$ cat src/rtl/booth_sign_frontend.sv
// booth_sign_frontend
// Signed operand/result wrapper around an unsigned Booth multiplier core.
// It takes a signed operand pair and hands the core the two magnitudes, the
// product sign and a one-cycle start pulse. When the core reports done, it
// applies the sign to the magnitude product and offers the signed 2W-bit
// result downstream. It also flags a result outside the signed W-bit range,
// and a core that never answers.
//
// Handshakes: a transfer happens on the rising clock edge where valid and
// ready are both high. valid, once raised, holds with its payload stable
// until that edge. ready may depend on state only, never on valid.
module booth_sign_frontend #(
    parameter int WORD_LENGTH    = 16,
    parameter int TIMEOUT_CYCLES = 64
) (
    input  logic                       clk,
    input  logic                       reset,
    input  logic                       in_valid,
    output logic                       in_ready,
    input  logic [WORD_LENGTH-1:0]     in_multiplicand,
    input  logic [WORD_LENGTH-1:0]     in_multiplier,
    output logic                       mul_start,
    output logic [WORD_LENGTH-1:0]     mul_multiplicand,
    output logic [WORD_LENGTH-1:0]     mul_multiplier,
    output logic                       mul_sign,
    input  logic                       mul_ready,
    input  logic [2*WORD_LENGTH-1:0]   mul_product,
    output logic                       out_valid,
    input  logic                       out_ready,
    output logic [2*WORD_LENGTH-1:0]   out_result,
    output logic                       out_overflow,
    output logic                       out_error
);

    localparam int W  = WORD_LENGTH;
    localparam int CW = (TIMEOUT_CYCLES > 2) ? $clog2(TIMEOUT_CYCLES) : 1;
    localparam logic [CW-1:0]  COUNT_LAST = CW'(TIMEOUT_CYCLES - 1);
    localparam logic [CW-1:0]  COUNT_ONE  = CW'(1);
    localparam logic [W-1:0]   ONE_W      = {{(W-1){1'b0}}, 1'b1};
    localparam logic [2*W-1:0] ONE_2W     = {{(2*W-1){1'b0}}, 1'b1};

    typedef enum logic [2:0] {
        S_IDLE  = 3'd0,
        S_LOAD  = 3'd1,
        S_START = 3'd2,
        S_WAIT  = 3'd3,
        S_FIX   = 3'd4,
        S_OUT   = 3'd5
    } state_t;

    state_t state;
    state_t state_next;

    logic [W-1:0]   op_a;
    logic [W-1:0]   op_b;
    logic [CW-1:0]  count;
    logic [2*W-1:0] product_q;
    logic [2*W-1:0] fix_result;
    logic           fix_overflow;
    logic [W:0]     fix_top;

    // Magnitude in W bits unsigned; the most negative value maps onto 2^(W-1).
    function automatic logic [W-1:0] magnitude(input logic [W-1:0] v);
        return v[W-1] ? (~v + ONE_W) : v;
    endfunction

    // State register; reset drops any in-flight operation.
    always_ff @(posedge clk) begin
        if (reset) begin
            state <= S_IDLE;
        end else begin
            state <= state_next;
        end
    end

    // Next-state logic; in WAIT a done from the core beats the timeout.
    always_comb begin
        state_next = state;
        case (state)
            S_IDLE:  if (in_valid) state_next = S_LOAD;
            S_LOAD:  state_next = S_START;
            S_START: state_next = S_WAIT;
            S_WAIT: begin
                if (mul_ready) begin
                    state_next = S_FIX;
                end else if (count == COUNT_LAST) begin
                    state_next = S_OUT;
                end
            end
            S_FIX:   state_next = S_OUT;
            S_OUT:   if (out_ready) state_next = S_IDLE;
            default: state_next = S_IDLE;
        endcase
    end

    // Handshake and strobe outputs decoded purely from state.
    always_comb begin
        in_ready  = (state == S_IDLE);
        mul_start = (state == S_START);
        out_valid = (state == S_OUT);
    end

    // Sign application and signed W-bit range check for the FIX step.
    // The result fits in W signed bits exactly when its top W+1 bits agree.
    always_comb begin
        fix_result   = mul_sign ? (~product_q + ONE_2W) : product_q;
        fix_top      = fix_result[2*W-1:W-1];
        fix_overflow = !((&fix_top) || !(|fix_top));
    end

    // Datapath registers: operand capture, core operands, timeout counter, result.
    always_ff @(posedge clk) begin
        if (reset) begin
            op_a             <= '0;
            op_b             <= '0;
            mul_multiplicand <= '0;
            mul_multiplier   <= '0;
            mul_sign         <= 1'b0;
            count            <= '0;
            product_q        <= '0;
            out_result       <= '0;
            out_overflow     <= 1'b0;
            out_error        <= 1'b0;
        end else begin
            case (state)
                S_IDLE: begin
                    if (in_valid) begin
                        op_a <= in_multiplicand;
                        op_b <= in_multiplier;
                    end
                end
                S_LOAD: begin
                    mul_multiplicand <= magnitude(op_a);
                    mul_multiplier   <= magnitude(op_b);
                    // A zero operand gives a zero product, which is never negative.
                    mul_sign <= (op_a[W-1] ^ op_b[W-1]) && (op_a != '0) && (op_b != '0);
                end
                S_START: begin
                    count <= '0;
                end
                S_WAIT: begin
                    count <= count + COUNT_ONE;
                    if (mul_ready) begin
                        product_q <= mul_product;
                    end else if (count == COUNT_LAST) begin
                        out_result   <= '0;
                        out_overflow <= 1'b0;
                        out_error    <= 1'b1;
                    end
                end
                S_FIX: begin
                    out_result   <= fix_result;
                    out_overflow <= fix_overflow;
                    out_error    <= 1'b0;
                end
                default: begin
                end
            endcase
        end
    end

endmodule

$ cat config.mk
export PLATFORM = sky130hd
export DESIGN_NAME = booth_sign_frontend
export DESIGN_NICKNAME = d
export VERILOG_FILES = /design/src/rtl/booth_sign_frontend.sv
export SDC_FILE = /design/constraint.sdc
export NUM_CORES = 1
export LEC_CHECK = 0
export ABC_AREA = 1
export CAP_MARGIN = 10
export CORE_MARGIN = 1.5
export CORE_UTILIZATION = 39
export CTS_CLUSTER_DIAMETER = 80
export DETAILED_ROUTE_END_ITERATION = 8
export HOLD_SLACK_MARGIN = 0.06
export PLACE_DENSITY = 0.74
export SETUP_SLACK_MARGIN = 0.4
export SYNTH_ARGS = -nofsm -noshare
export SYNTH_HDL_FRONTEND = slang
export SYNTH_SLANG_ARGS = --single-unit
$ cat constraint.sdc
create_clock -name clk -period 4.99 [get_ports clk]
set_clock_uncertainty 0.1 [all_clocks]
set_input_delay 0.7485 -clock clk [delete_from_list [all_inputs] [get_ports clk]]
set_output_delay 0.7485 -clock clk [all_outputs]
set_load 0.01 [all_outputs]
; After elaboration in Yosys (flattened, before gate mapping)
; Index checks and enable logic that the tools add are counted.
[word_totals]
mem_count = 0
rom_bits = 0
elab_cells = 64
reg_bits = 140
mem_bits_rw = 0
latch_bits = 0
out_inout_bits = 70
[classes]
n_div = 0
eq_ne = 11
shifts = 0
addsub = 4
mux = 18
mul = 0
bitwise = 4
reduce_logical = 16
order_cmp = 0
[op_table]
columns = op, count
row1 = two-way mux 32 bit, 3
row2 = one-hot mux 32 bit (2 select lines), 1
row3 = adder 16 x 1 -> 16 bit (second input constant), 2
row4 = adder 32 x 1 -> 32 bit (second input constant), 1
row5 = two-way mux 16 bit, 2
row6 = NOT 16 bit, 2
row7 = NOT 32 bit, 1
row8 = nonzero test 16 bit, 2
row9 = one-hot mux 3 bit (6 select lines), 1
row10 = AND reduction 17 bit, 1
row11 = OR reduction 17 bit, 1
row12 = two-way mux 3 bit, 4
row13 = one-hot mux 6 bit (2 select lines), 1
row14 = adder 6 x 1 -> 6 bit (second input constant), 1
row15 = == test 3 x 2 -> 1 bit (second input constant), 2
row16 = == test 3 bit (second input constant), 2
row17 = == test 6 bit (second input constant), 1
row18 = inequality test 2 bit (second input constant), 3
row19 = AND reduction 3 bit, 2
row20 = two-way mux 1 bit, 4
row21 = one-hot mux 1 bit (2 select lines), 2
row22 = AND reduction 2 bit, 2
row23 = nonzero test 2 bit, 2
row24 = == test 3 x 1 -> 1 bit (second input constant), 1
row25 = other kinds (7), 9

; Depth between registers and ports, before layout
[depth]
ltp_word = 8
depth_mapped = 17
mapped_depth_nobuf = 17

; Worst setup path after synthesis
; Ideal clock, no wire load.
[synth_timing]
path_kind = register -> register
from = register product_q[1]
to = register out_overflow
path_slack_ns = 3.207
n_path_buf = 0
stages_incl_launch_ff = 18
t_arrival_ns = 1.553
required_time_ns = 4.759
cell_sequence = dfxtp_1 inv_1 ha_1 nand2_1 nand2_2 nand2_2 nor2_4 nand2_1 nand2_1 nand2_2 inv_1 nand2_1 nor2_1 nand2_1 nor2_1 nand2_1 nand3_2 a21oi_2
[synth_via]
elab_chain_cells = 8
elab_cells_between_ends = 9
classes_between = add/sub: 1 / mux: 2 / bitwise: 1 / reduce/logical: 5
[synth_rtl]
columns = element, line
row1 = "start, declared", 57  ; logic [2*W-1:0] product_q;
row2 = "start signal, assigned", 144  ; product_q <= mul_product;
row3 = NOT 32 bit *, 106  ; fix_result = mul_sign ? (~product_q + ONE_2W) : product_q;
row4 = adder 32 x 1 -> 32 bit *, 106
row5 = two-way mux 32 bit *, 106
row6 = OR reduction 17 bit, 108  ; fix_overflow = !((&fix_top) || !(|fix_top));
row7 = logical NOT 1 bit, 108
row8 = logical OR 1 bit *, 108
row9 = logical NOT 1 bit *, 108
row10 = one-hot mux 1 bit (2 select lines) *, 125  ; case (state)
row11 = "end signal, assigned", 153  ; out_overflow <= fix_overflow;
row12 = "end, declared", 31  ; output logic out_overflow,
; Every way passes the cells marked *; elsewhere a longest branch is shown, timed or not.
; A chain may end at the register's enable or synchronous reset.

; Worst setup path after layout
[layout_timing]
from = register mul_sign
to = output port mul_sign
[layout_rtl]
columns = element, line
row1 = "start, declared", 25  ; output logic mul_sign,
row2 = "start signal, assigned", 136  ; mul_sign <= (op_a[W-1] ^ op_b[W-1]) && (op_a != '0) && (op_b != '0);
; No word-level cell between the ends.

==> impl_metrics.py <==
metrics = {
    "status": {
        "status": "finished clean",
    },
    "clock_tree": {
        "cts_setup_buffers": 0,
        "cts_made_buffers": 17,
        "cts_max_level": 4,
        "ctsResizeCount": 0,
        "path_clk_slew_ps": 60,
        "cts_tree": "built",
        "cts_root_buffer": "clkbuf_16",
        "clk_latency_ps": 420,
        "cts_hold_buf": 0,
        "clockBufferDepth": 2,
        "clock_sinks": 140,
    },
    "cells_and_area": {
        "area_delta_synth_final_pct": 30.5,
        "layout.cells.non_filler": 1300,
        "fin_nets": 1141,
        "mostFrequentLayoutCells": "nand2_1 (188), dfxtp_1 (140), clkdlybuf4s50_1 (137)",
        "layout_commonest_cell": "nand2_1",
        "fillers": 1605,
        "drive_gt1_share_pct": 8.06,
        "n_antenna_cell": 0,
    },
    "global_route": {
        "met2_usage_pct": 33.2,
        "grtUsageMet3_pct": 6.27,
        "grt_busiest_layer": "met2",
        "grt-ovfl-total": 0,
        "gr-usage-all-layers_pct": 20.7,
        "grt_pass1_vias": 6255,
        "grt_antenna_before_repair": 0,
        "grt_max_degree": 65,
        "grtUsageMet1_pct": 26.4,
        "grt_pass1_wl_um": 30100,
    },
    "setup_path": {
        "setup.worst_path.start_class": "flop",
        "critPathCaptureType": "output port",
        "crit_arrival_ps": 2260,
        "cp_slowest_cell": "dfxtp_1",
        "worstPathRequired_ps": 4140,
        "path_cells": "buf_4 -> clkdlybuf4s50_1",
        "path_max_fanout": 23,
        "crit_type": "flop to output port",
        "ff2ff_path_depth": 14,
        "cpPeakStageDelay_ps": 910,
    },
    "sta": {
        "hold_viol": 0,
        "setup-tns-final_ps": 0,
        "fin_crit_ps": 3110,
        "worst_pin_slew_ps": 905,
        "max_clock_freq_ghz": 0.321,
        "slew-limit-headroom_pct": 39.6,
        "slew_violations": 0,
        "grt_setup_unrepaired": "false",
        "setup_viol": 0,
        "fin_crit_sh_pct": 62.4,
    },
    "worst_hold_path": {
        "hold_depth": 2,
        "hp-class": "flop to flop",
    },
    "yosys": {
        "ys.flop_type": "dfxtp_1",
        "synth_cell_types": 42,
        "syn_area_per_cell_um2": 7.12,
        "seq_area_frac_synth_pct": 41.6,
        "synth_edf_count": 0,
        "synth_warnings": 0,
        "synth-seq-cells": 140,
        "syn_area_mm2": 0.00675,
        "synthCells": 948,
        "async_flop_share_pct": 0,
        "synthesis.nets": 1021,
    },
    "floorplan": {
        "initial_core_util_pct": 40.2,
        "rows": 47,
        "die_y_um": 135,
        "num_io_pins": 139,
        "core_region_area_mm2": 0.0168,
        "die_w_um": 135,
        "dieArea_mm2": 0.0181,
    },
    "flow_run": {
        "max_cap_viol_count": 0,
    },
    "drt": {
        "wl_per_cell_um": 14.3,
        "antenna_left": 0,
        "drc_errors": 0,
        "drtPass1Iterations": 5,
        "num_vias": 6643,
        "dr.first_iter.drc_count": 495,
        "finalWirelength_um": 18500,
        "routed_via_density": 5.11,
    },
    "power_and_ir_drop": {
        "p_leak_nw": 3.49,
        "powerDensity_mw_per_mm2": 390,
        "peakVddDrop_mv": 0.260,
    },
    "placed_design": {
        "hpwl_um": 12800,
        "post-place-cells": 1269,
        "gp_congestion": 0.922,
        "io_buffers": 138,
    },
}
cell usage after synthesis, drive strengths merged (3+ instances only):
| cell | count | share of area, % |
|---|---|---|
| clkbuf | 31 | 1.8 |
| inv | 100 | 5.6 |
| ha | 4 | 0.74 |
| dfxtp | 140 | 42 |
| buf | 12 | 1.4 |
| a221oi | 3 | 0.39 |
| or2 | 3 | 0.28 |
| nand3 | 48 | 3.7 |
| o21ai | 120 | 9.2 |
| nor2 | 87 | 6.1 |
| nor3 | 15 | 1.6 |
| a21oi | 136 | 10 |
| a31oi | 5 | 0.46 |
| nand2 | 198 | 12 |
| xor2 | 24 | 3.1 |
| nand4 | 9 | 0.83 |
final timing paths:
kind / slack (ps) / to / start
max: 1880 / mul_sign / mul_sign
max reg2reg: 2320 / out_overflow / mul_sign
min: 360 / out_result[0] / out_result[0]
min reg2reg: 360 / out_result[0] / out_result[0]
worst max-delay path: cells and delay by family (launching register included):
| kind | cells | cell delay, ps |
|---|---|---|
| buf+inv | 2 | 930 |
| flops | 1 | 910 |
through the flow:
stage	power [mW]	utilization (%)	hold WS (ps)	worst slack, ps	area [um2]
5_1_grt	3.62	52.5	378	1820	8800
3_3_place_gp	2.22	49.1	352	2230	8240
6_report	3.43	52.5	363	1880	8800
3_5_place_dp	2.23	49.1	355	2190	8240
2_1_floorplan	1.91	-	344	3210	6750
4_1_cts	3.45	52.5	364	1910	8800
layout make-up:
cell class	instances	area (um2)	area share, %
Multi-Input combinational cell	664	3350	38.1
Sequential cell	140	2800	31.8
Timing Repair Buffer	144	1420	16.2
Clock buffer	22	474	5.39
Inverter	101	384	4.37
Tap cell	220	275	3.13
Clock inverter	9	90.1	1.02
per-layer routing:
metal / vias to the layer above / share of wire [%]
met5: - / 0
met4: 0 / 2.1
met3: 34 / 7.5
met2: 215 / 45
met1: 3034 / 45
li1: 3360 / -
where the power goes:
group	internal (mW)	switching [mW]
clock	0.723	0.490
combinational	0.361	0.529
sequential	1.23	0.0985
logic make-up (layout without fill, tap and decap cells):
group / count (synthesis) / count (layout) / synth area share (%)
adder cells (fa/ha/maj): 4 / 4 / 0.742
flip-flops: 140 / 140 / 41.6
buffers and inverters: 144 / 276 / 8.85
AND/OR/NAND/NOR: 362 / 362 / 24.2
AO/OA/AOI/OAI: 274 / 274 / 21.5
XOR/XNOR: 24 / 24 / 3.12
sequential cells by signal, indices dropped and copies added, names as in the netlist, 3 cells and up:
signal	flops
mul_multiplicand	16
state	3
op_a	16
op_b	16
out_result	32
product_q	32
mul_multiplier	16
count	6
Power figures use the tool's default switching activity.
